$ cat src/rtl/hazard_forward_unit_pkg.sv
// Shared definitions for the hazard / forwarding unit.
//
// Holds the EX-operand select encodings, the pipeline-tracker entry type,
// and a helper that tests whether a tracker entry produces a given register.
//
// Contents:
//   fwd_sel_e       : 2-bit operand select (regfile / MEM result / WB result)
//   MAX_REG_W       : storage width of a register index inside a tracker entry
//   MC_CNT_W        : width of the multi-cycle busy counter
//   trk_entry_t     : {valid, dst, wr_en, is_load} for one pipeline stage
//   TRK_BUBBLE      : an empty (invalid) tracker entry
//   tracker_hit()   : entry is valid, writes, and targets the given register
package hazard_forward_unit_pkg;

    typedef enum logic [1:0] {
        FWD_RF   = 2'd0,
        FWD_MEM  = 2'd1,
        FWD_WB   = 2'd2,
        FWD_RSVD = 2'd3
    } fwd_sel_e;

    // Register indices are zero-extended to this width inside the tracker so
    // the entry type does not depend on the NUM_REGS parameter.
    localparam int MAX_REG_W = 8;

    // Enough for the largest legal multi-cycle latency (15).
    localparam int MC_CNT_W = 4;

    typedef struct packed {
        logic                 valid;
        logic [MAX_REG_W-1:0] dst;
        logic                 wr_en;
        logic                 is_load;
    } trk_entry_t;

    localparam trk_entry_t TRK_BUBBLE = '{
        valid:   1'b0,
        dst:     '0,
        wr_en:   1'b0,
        is_load: 1'b0
    };

    function automatic logic tracker_hit(input trk_entry_t e,
                                         input logic [MAX_REG_W-1:0] r);
        return e.valid && e.wr_en && (e.dst == r);
    endfunction

endpackage

$ cat src/rtl/hazard_forward_unit_mc_busy_counter.sv
// Busy counter for the multi-cycle (mul/div) unit.
//
// A start pulse loads LAT-1; the count then decrements once per cycle and
// busy is high while the count is non-zero, so busy covers the LAT-1 cycles
// that follow the issuing cycle.
//
// Ports:
//   clk    in  1  rising-edge clock
//   reset  in  1  synchronous active-high reset; abandons any operation
//   start  in  1  a multi-cycle op leaves ID this cycle
//   busy   out 1  multi-cycle unit occupied
//
// LAT must lie in 2..15.
module mc_busy_counter
    import hazard_forward_unit_pkg::*;
#(
    parameter int LAT = 4
) (
    input  logic clk,
    input  logic reset,
    input  logic start,
    output logic busy
);

    localparam logic [MC_CNT_W-1:0] LOAD_VAL = MC_CNT_W'(LAT - 1);

    logic [MC_CNT_W-1:0] count;

    always_ff @(posedge clk) begin
        if (reset) begin
            count <= '0;
        end else if (start) begin
            count <= LOAD_VAL;
        end else if (count != '0) begin
            count <= count - 1'b1;
        end
    end

    assign busy = (count != '0);

endmodule

$ cat src/rtl/hazard_forward_unit.sv
// Hazard detection and operand-forwarding control for an in-order pipeline.
//
// Tracks the instructions in EX, MEM and WB, raises a one-cycle stall for a
// load-use dependency, holds ID while the multi-cycle unit is busy, and
// registers per-port EX operand selects as an instruction moves ID -> EX.
//
// Ports:
//   clk           in  1               rising-edge clock
//   reset         in  1               synchronous active-high reset
//   id_valid      in  1               ID-stage instruction valid
//   id_src        in  NUM_SRC*REG_W   source indices, slice s is port s
//   id_src_used   in  NUM_SRC         port s is actually read
//   id_dst        in  REG_W           destination register
//   id_wr_en      in  1               instruction writes a register
//   id_is_load    in  1               instruction is a load
//   id_is_mc      in  1               instruction is a multi-cycle op
//   flush         in  1               kill the ID instruction
//   stall         out 1               hold PC and IF/ID, bubble into EX
//   fwd_sel       out NUM_SRC*2       registered EX select per port (fwd_sel_e)
//   mc_busy       out 1               multi-cycle unit occupied
//   id_is_branch  in  1               (FWD_BRANCH_EN only) ID is a branch
//   br_fwd        out NUM_SRC         (FWD_BRANCH_EN only) ID-stage MEM bypass
//
// Configuration macro: FWD_BRANCH_EN adds ID-stage branch operand bypass.
//
// Handshake: there is no valid/ready pair here; an ID instruction moves to
// EX on the rising edge exactly when id_valid & !stall & !flush, otherwise
// EX receives a bubble. flush always overrides stall.
module hazard_forward_unit
    import hazard_forward_unit_pkg::*;
#(
    parameter int NUM_REGS = 16,
    parameter int NUM_SRC  = 2,
    parameter int MC_LAT   = 4,
    parameter int REG_W    = $clog2(NUM_REGS)
) (
    input  logic                     clk,
    input  logic                     reset,
    input  logic                     id_valid,
    input  logic [NUM_SRC*REG_W-1:0] id_src,
    input  logic [NUM_SRC-1:0]       id_src_used,
    input  logic [REG_W-1:0]         id_dst,
    input  logic                     id_wr_en,
    input  logic                     id_is_load,
    input  logic                     id_is_mc,
    input  logic                     flush,
    output logic                     stall,
    output logic [NUM_SRC*2-1:0]     fwd_sel,
    output logic                     mc_busy
`ifdef FWD_BRANCH_EN
    ,
    input  logic                     id_is_branch,
    output logic [NUM_SRC-1:0]       br_fwd
`endif
);

    // Pipeline tracker
    trk_entry_t trk_ex;
    trk_entry_t trk_mem;
    trk_entry_t trk_wb;
    trk_entry_t id_entry;

    logic [MAX_REG_W-1:0] src_ext [NUM_SRC];
    logic [NUM_SRC*2-1:0] fwd_next;
    logic                 load_use;
    logic                 branch_haz;
    logic                 accept;
    logic                 mc_start;

    always_comb begin
        for (int s = 0; s < NUM_SRC; s++) begin
            src_ext[s] = MAX_REG_W'(id_src[s*REG_W +: REG_W]);
        end
    end

    always_comb begin
        id_entry         = TRK_BUBBLE;
        id_entry.valid   = 1'b1;
        id_entry.dst     = MAX_REG_W'(id_dst);
        id_entry.wr_en   = id_wr_en;
        id_entry.is_load = id_is_load;
    end

    // Load in EX whose result a used ID source needs: the data only exists
    // after MEM, so the consumer has to wait one cycle and then picks it up
    // from WB.
    always_comb begin
        load_use = 1'b0;
        for (int s = 0; s < NUM_SRC; s++) begin
            if (id_src_used[s] && trk_ex.is_load && tracker_hit(trk_ex, src_ext[s])) begin
                load_use = 1'b1;
            end
        end
    end

`ifdef FWD_BRANCH_EN
    // Branches resolve in ID, so they can only bypass from MEM. A producer
    // still in EX, or a load still in MEM, is not ready yet.
    always_comb begin
        branch_haz = 1'b0;
        br_fwd     = '0;
        for (int s = 0; s < NUM_SRC; s++) begin
            if (id_is_branch && id_src_used[s] && (src_ext[s] != '0)) begin
                if (tracker_hit(trk_ex, src_ext[s]) ||
                    (trk_mem.is_load && tracker_hit(trk_mem, src_ext[s]))) begin
                    branch_haz = 1'b1;
                end
                if (id_valid && !trk_mem.is_load && tracker_hit(trk_mem, src_ext[s])) begin
                    br_fwd[s] = 1'b1;
                end
            end
        end
    end
`else
    assign branch_haz = 1'b0;
`endif

    assign stall    = id_valid && !flush && (load_use || mc_busy || branch_haz);
    assign accept   = id_valid && !stall && !flush;
    assign mc_start = accept && id_is_mc;

    // Selects for the instruction about to enter EX: what is in EX now will
    // be in MEM, what is in MEM now will be in WB. Youngest producer wins.
    always_comb begin
        fwd_next = '0;
        for (int s = 0; s < NUM_SRC; s++) begin
            if (id_src_used[s] && (src_ext[s] != '0)) begin
                if (tracker_hit(trk_ex, src_ext[s])) begin
                    fwd_next[2*s +: 2] = FWD_MEM;
                end else if (tracker_hit(trk_mem, src_ext[s])) begin
                    fwd_next[2*s +: 2] = FWD_WB;
                end
            end
        end
    end

    always_ff @(posedge clk) begin
        if (reset) begin
            trk_ex  <= TRK_BUBBLE;
            trk_mem <= TRK_BUBBLE;
            trk_wb  <= TRK_BUBBLE;
            fwd_sel <= '0;
        end else begin
            trk_ex  <= accept ? id_entry : TRK_BUBBLE;
            trk_mem <= trk_ex;
            trk_wb  <= trk_mem;
            fwd_sel <= accept ? fwd_next : '0;
        end
    end

    // WB is tracked so the stage contents stay observable for the regfile
    // write side; no hazard decision here depends on it.
    logic wb_unused;
    assign wb_unused = ^{trk_wb, trk_mem.is_load};

    mc_busy_counter #(
        .LAT (MC_LAT)
    ) u_mc_busy_counter (
        .clk   (clk),
        .reset (reset),
        .start (mc_start),
        .busy  (mc_busy)
    );

endmodule

$ cat config.mk
export PLATFORM = sky130hd
export DESIGN_NAME = hazard_forward_unit
export DESIGN_NICKNAME = d
export VERILOG_FILES = /design/src/rtl/hazard_forward_unit_pkg.sv /design/src/rtl/hazard_forward_unit_mc_busy_counter.sv /design/src/rtl/hazard_forward_unit.sv
export SDC_FILE = /design/constraint.sdc
export NUM_CORES = 1
export LEC_CHECK = 0
export CORE_MARGIN = 1.5
export CORE_UTILIZATION = 33
export DETAILED_ROUTE_END_ITERATION = 7
export PLACE_DENSITY_LB_ADDON = 0.12
export SETUP_SLACK_MARGIN = 0.1
export SYNTH_ARGS = -nofsm -noshare
export SYNTH_HDL_FRONTEND = slang
export SYNTH_SLANG_ARGS = --single-unit
$ cat constraint.sdc
create_clock -name clk -period 2 [get_ports clk]
set_input_delay 0.6 -clock clk [delete_from_list [all_inputs] [get_ports clk]]
set_output_delay 0.6 -clock clk [all_outputs]
set_load 0.005 [all_outputs]
==> flow_summary_export.csv, run 1 <==
group,metric,value,unit
placed_design,numPortBuffers,26,
status,violations,"setup timing",
worst_setup_path,r2r-end,"fwd_sel[1]",
flow_run,drv_cap,0,
grt,grtUsageTotal,19.3,%
pwr,power.share.switching,35.6,%
layout,syn2layout_area_growth,74.7,%
routing,drt-total-wl,3.09,mm
min_path,hp-start,"trk_ex[10]",
logic_synthesis,synth_area,1050,um2
worst_setup_path,slowest_delay,0.27,ns
worst_setup_path,cp_top_family,"buffers and inverters",
sta,holdWs,0.509,ns
grt,grt_pass1_vias,1089,
logic_synthesis,synth_top_area_share,40.1,%
grt,grt_first_pass_wirelength,4.94,mm
logic_synthesis,ys_seq_elements,21,
placed_design,gp_congestion,0.840,
die,coreArea,3030,um2
pwr,p_clk_share,13.8,%
min_path,worst_hold_path_type,"reg2reg",
worst_setup_path,worstReg2RegStart,"trk_ex[1]",
cts,cts_root_buffer,"clkbuf_4",
worst_setup_path,path_class,"in2out",
pwr,total_power,1.58,mW
die,dieArea,3520,um2
die,top_level_ports,27,
placed_design,placedInstanceArea,1580,um2
routing,top_layer_used,"met4",
pwr,p_leak,0.757,nW
cts,cts-hold-fix-buffers,0,
worst_setup_path,path_cells,"dlygate4sd2_1 > xnor2_1 > and3_1 > a21oi_2 > a21oi_2 > buf_2",
pwr,power_frac_comb,52.8,%
worst_setup_path,r2r_setup_slack,-0.09,ns
sta,fin_crit,2.25,ns
routing,post-route-drc-count,0,
pwr,seqPwrFrac,33.5,%
worst_setup_path,crit_buf_inv,2,
sta,clock.fmax,0.444,GHz
sta,tightestPinTransition,0.471,ns
layout,insertedDiodeCount,0,
pwr,peakVddDrop,0.435,mV
placed_design,hpwl,2.16,mm
sta,setup_slack,-0.252,ns
logic_synthesis,synth_ff_type,"dfxtp_1",
logic_synthesis,synth_seq_area_share,40.1,%
routing,wl_met2,1.57,mm
logic_synthesis,netlist_instances,110,
sta,finalSetupTns,-1.49,ns
sta,slew_viol_final,0,
sta,rsz0062_at_grt,"true",
routing,ant_nets,0,
layout,final_cell_mix,"buf_4, clkdlybuf4s50_1, dfxtp_1, nor3_1",
die,start_util,34.6,%
cts,cts.sinks,21,
worst_setup_path,critPathLaunchType,"input port",
cts,numCtsBuffers,3,
worst_setup_path,r2r_cells,15,
logic_synthesis,synth_fp_nets,133,
sta,max_slew_margin,68.3,%
grt,grt_antenna_before_repair,0,
status,outcome,"finished with violations",
grt,grt-ovfl-total,0,
cts,clockBufferDepth,2,
worst_setup_path,path_max_fanout,2,
die,row_count,20,
layout,layout_commonest_cell,"buf_4",
cts,clk_pin_slew,0.13,ns
worst_setup_path,slowest_stage,"dlygate4sd2_1",
min_path,holdPathEnd,"trk_mem[10]",
layout,drive_above_1_share,48.7,%
worst_setup_path,crit_path_end_kind,"output pin",
cts,worstSkewPairLatency,0.32,ns
worst_setup_path,required,1.40,ns
routing,vias,1079,
cts,ctsHtreeMaxLevel,1,
cts,cts_tree,"done",
routing,dr.pass1.iters,4,
pwr,p_int,1.02,mW
layout,nets,211,
min_path,hold-path-cell-count,1,
logic_synthesis,ys_warn_count,0,
grt,grt_start_max_net_pins,13,
sta,setup_viol_count_final,13,
pwr,power.switching,0.564,mW
die,die_x,59.4,um
logic_synthesis,synth_area_per_cell,9.53,um2
logic_synthesis,async_flop_share,0,%
routing,wl_met3,113,um
worst_setup_path,crit_arrival,1.65,ns
logic_synthesis,synthTopCellsByArea,"dfxtp_1, xnor2_1, nor3_1",
routing,wire_per_inst,13.4,um
logic_synthesis,synth_edf_count,0,
layout,final_util,60.5,%
layout,stdcell_area,1830,um2
layout,fin_cells,231,
placed_design,dp_slack,-0.948,ns
logic_synthesis,yosys.area.top_type,"dfxtp_1",
sta,clock_skew,0.00931,ns
sta,hold_viol_final,0,
sta,timing.final.crit_share,113,%
routing,wl_met1,1.37,mm
routing,post_drt_via_cell_ratio,4.67,
placed_design,dp.cells,207,
die,die_h,59.4,um
worst_setup_path,worst_path_most_repeated_cell,"a21oi_2",
layout,fillerInstances,259,
routing,drt_iter0_drc,30,
logic_synthesis,ys_types,34,
pwr,power.density,865,nW/um2
## power by group through the flow
stage	clock (mW)	combinational (mW)	sequential, mW
after floorplan	0	0.347	0.518
after global placement	0	0.670	0.524
after detailed placement	0	0.683	0.527
after CTS	0.217	0.814	0.526
after global routing	0.235	0.915	0.538
final	0.218	0.836	0.530
## flip-flops by register name, indices dropped and copies added (netlist names)
| name | flops |
|---|---|
| trk_mem | 6 |
| u_mc_busy_counter.count | 4 |
| trk_ex | 7 |
| fwd_sel | 4 |
## what timing repair did
action                     4_1_cts  5_1_grt
pin swaps                       12        7
setup buffers                   17        4
resized for setup               52        7
setup endpoints to repair       12       14
## worst max path at each step
stage / to / depth (start not counted) / from / slack (ns)
2_1_floorplan: stall / 4 / id_src[0] / 0.07
3_3_place_gp: stall / 6 / id_src[0] / -0.94
3_5_place_dp: stall / 6 / id_src[0] / -0.95
4_1_cts: stall / 5 / trk_ex[5] / -0.27
5_1_grt: stall / 6 / id_src[5] / -0.30
6_report: stall / 6 / id_src[5] / -0.25
## worst register-to-register path, stage by stage, from the launching register on
cell and delay (ns):
dfxtp_2 0.39, nand2_4 0.07, buf_4 0.14, buf_12 0.12, nor3_2 0.19, buf_4 0.15
buf_4 0.09, buf_4 0.09, buf_4 0.09, buf_4 0.09, buf_4 0.09, buf_4 0.09
buf_4 0.09, buf_4 0.09, nand2_1 0.05, and4b_1 0.16
## cell usage after synthesis, drive strengths merged (3+ instances only)
master	number
a21oi	3
dfxtp	21
inv	5
nand2	10
nand3	5
nor2	5
nor2b	5
nor3	13
xnor2	10
xor2	6
## layer usage
metal	GRT usage, %	up-vias
met3	4.59	6
met5	0	-
met1	23.2	508
met2	33.1	27
met4	6.82	0
li1	-	538
## kinds of logic (layout without fill, tap and decap cells)
| kind of cell | after synthesis | after routing | synth area share, % |
|---|---|---|---|
| compound gates | 12 | 12 | 11.2 |
| xor+xnor | 16 | 16 | 13.4 |
| fa+ha+maj | 2 | 2 | 2.39 |
| buf+inv | 7 | 84 | 3.22 |
| flops | 21 | 21 | 40.1 |
| simple gates | 52 | 52 | 29.7 |
## layout make-up
class                           instances  area [um2]  share of cell area [%]
Sequential cell                        21         432                    23.6
Inverter                                5        18.8                    1.02
Clock buffer                            3        22.5                    1.23
Timing Repair Buffer                   75         624                    34.1
Multi-Input combinational cell         82         674                    36.8
Tap cell                               44        55.1                    3.01
Clock inverter                          1        5.00                   0.273
(Power assumes the default switching activity.)
==> run 2, diff against run 1 <==
--- a/config.mk
+++ b/config.mk
@@ -7,8 +7,10 @@
 export LEC_CHECK = 0
 export CORE_MARGIN = 1.5
 export CORE_UTILIZATION = 33
+export CTS_CLUSTER_DIAMETER = 150
 export DETAILED_ROUTE_END_ITERATION = 7
 export PLACE_DENSITY_LB_ADDON = 0.12
+export RECOVER_POWER = 100
 export SETUP_SLACK_MARGIN = 0.1
 export SYNTH_ARGS = -nofsm -noshare
 export SYNTH_HDL_FRONTEND = slang
==> flow_summary_export.csv, run 2 (synthesized netlist as in run 1, its figures left out) <==
group,metric,value,unit
status,outcome,"finished with violations",
status,violations,"setup timing",
pwr,power_frac_comb,52.7,%
cts,cts_tree,"done",
pwr,power.density,867,nW/um2
layout,insertedDiodeCount,0,
placed_design,numPortBuffers,26,
layout,fin_cells,231,
layout,drive_above_1_share,47.6,%
layout,layout_commonest_cell,"buf_4",
layout,syn2layout_area_growth,73.9,%
routing,dr.pass1.iters,4,
die,dieArea,3520,um2
worst_setup_path,crit_arrival,1.65,ns
sta,tightestPinTransition,0.637,ns
sta,rsz0062_at_grt,"true",
worst_setup_path,crit_path_end_kind,"output pin",
grt,grtUsageTotal,19.3,%
layout,final_cell_mix,"buf_4, dfxtp_1, nor3_1, clkdlybuf4s50_1",
layout,nets,211,
routing,drt_iter0_drc,31,
pwr,total_power,1.58,mW
pwr,p_leak,0.766,nW
layout,top_regs,"trk_ex (7), trk_mem (6)",
flow_run,drv_cap,0,
routing,post-route-drc-count,0,
placed_design,hpwl,2.16,mm
sta,clock_skew,0.00913,ns
sta,fin_crit,2.25,ns
min_path,worst_hold_path_type,"reg2reg",
die,top_level_ports,27,
layout,largest_reg_flops,7,
die,row_count,20,
sta,finalSetupTns,-1.55,ns
worst_setup_path,path_class,"in2out",
layout,stdcell_area,1820,um2
placed_design,dp.cells,207,
die,die_h,59.4,um
placed_design,gp_congestion,0.840,
grt,grt-ovfl-total,0,
cts,cts.sinks,21,
worst_setup_path,required,1.40,ns
grt,grt_antenna_before_repair,0,
sta,clock.fmax,0.444,GHz
cts,clk_pin_slew,0.13,ns
die,coreArea,3030,um2
layout,top_register,"trk_ex",
sta,slew_viol_final,0,
pwr,p_int,1.02,mW
sta,setup_slack,-0.254,ns
routing,wire_per_inst,13.4,um
sta,hold_viol_final,0,
placed_design,placedInstanceArea,1580,um2
cts,clockBufferDepth,2,
cts,numCtsBuffers,3,
grt,grt_pass1_vias,1089,
cts,worstSkewPairLatency,0.32,ns
routing,post_drt_via_cell_ratio,4.66,
grt,grt_start_max_net_pins,13,
cts,ctsHtreeMaxLevel,1,
sta,timing.final.crit_share,113,%
layout,fillerInstances,261,
routing,drt-total-wl,3.09,mm
cts,cts_root_buffer,"clkbuf_4",
worst_setup_path,critPathLaunchType,"input port",
grt,grt_first_pass_wirelength,4.94,mm
routing,ant_nets,0,
pwr,p_clk_share,13.8,%
pwr,seqPwrFrac,33.5,%
sta,setup_viol_count_final,13,
die,start_util,34.6,%
pwr,peakVddDrop,0.433,mV
pwr,power.switching,0.561,mW
die,die_x,59.4,um
routing,vias,1076,
sta,max_slew_margin,57.5,%
worst_setup_path,path_max_fanout,2,
layout,final_util,60.2,%
pwr,power.share.switching,35.5,%
-- run 2: changes by cell type in the layout (fill, tap and decap cells not counted) --
cell,delta
clkbuf_1,+1
dlygate4sd3_1,+5
nor3b_1,+1
buf_4,-1
clkdlybuf4s50_1,-5
nor3b_2,-1
-- run 2: metal layers --
metal / global-route usage (%) / routed length (um)
met5: 0 / 0
met4: 6.82 / 29
met2: 33.1 / 1580
met1: 23.2 / 1350
met3: 4.59 / 134
-- run 2: power by group through the flow --
stage,Sequential (mW),Combinational [mW],Clock [mW]
3_5_place_dp,0.527,0.683,0
4_1_cts,0.526,0.814,0.217
2_1_floorplan,0.518,0.347,0
3_3_place_gp,0.524,0.670,0
6_report,0.530,0.833,0.218
5_1_grt,0.538,0.913,0.235
-- run 2: final timing paths --
check,depth (start not counted),slack (ns),startpoint,endpoint
max,6,-0.25,id_src[5],stall
min,1,0.51,trk_ex[10],trk_mem[10]
max reg2reg,15,-0.10,trk_ex[1],fwd_sel[1]
min reg2reg,1,0.51,trk_ex[10],trk_mem[10]
-- run 2: through the flow --
stage / hold WS (ns) / worst slack [ns]
2_1_floorplan: 0.456 / 0.0679
3_3_place_gp: 0.470 / -0.941
3_5_place_dp: 0.476 / -0.948
4_1_cts: 0.494 / -0.270
5_1_grt: 0.519 / -0.301
6_report: 0.509 / -0.254
-- run 2: repair_timing --
action / CTS / global route
setup buffers: 17 / 4
pin swaps: 12 / 7
hold buffers: 0 / 0
gates resized for setup: 52 / 7
setup endpoints to repair: 12 / 14
-- run 2: layout make-up --
class | count | area, um2 | share of cell area [%]
multi-input cells | 82 | 669 | 36.7
clock inverters | 1 | 5.00 | 0.275
repair buffers | 75 | 621 | 34.0
flip-flops and latches | 21 | 432 | 23.7
well taps | 44 | 55.1 | 3.02
clock buffers | 3 | 22.5 | 1.24
inverters | 5 | 18.8 | 1.03
-- run 2: worst max-delay path, stage by stage --
cell and delay, ns:
dlygate4sd2_1 0.27, xnor2_1 0.19, and3_1 0.23, a21oi_2 0.09
a21oi_2 0.15, buf_2 0.12
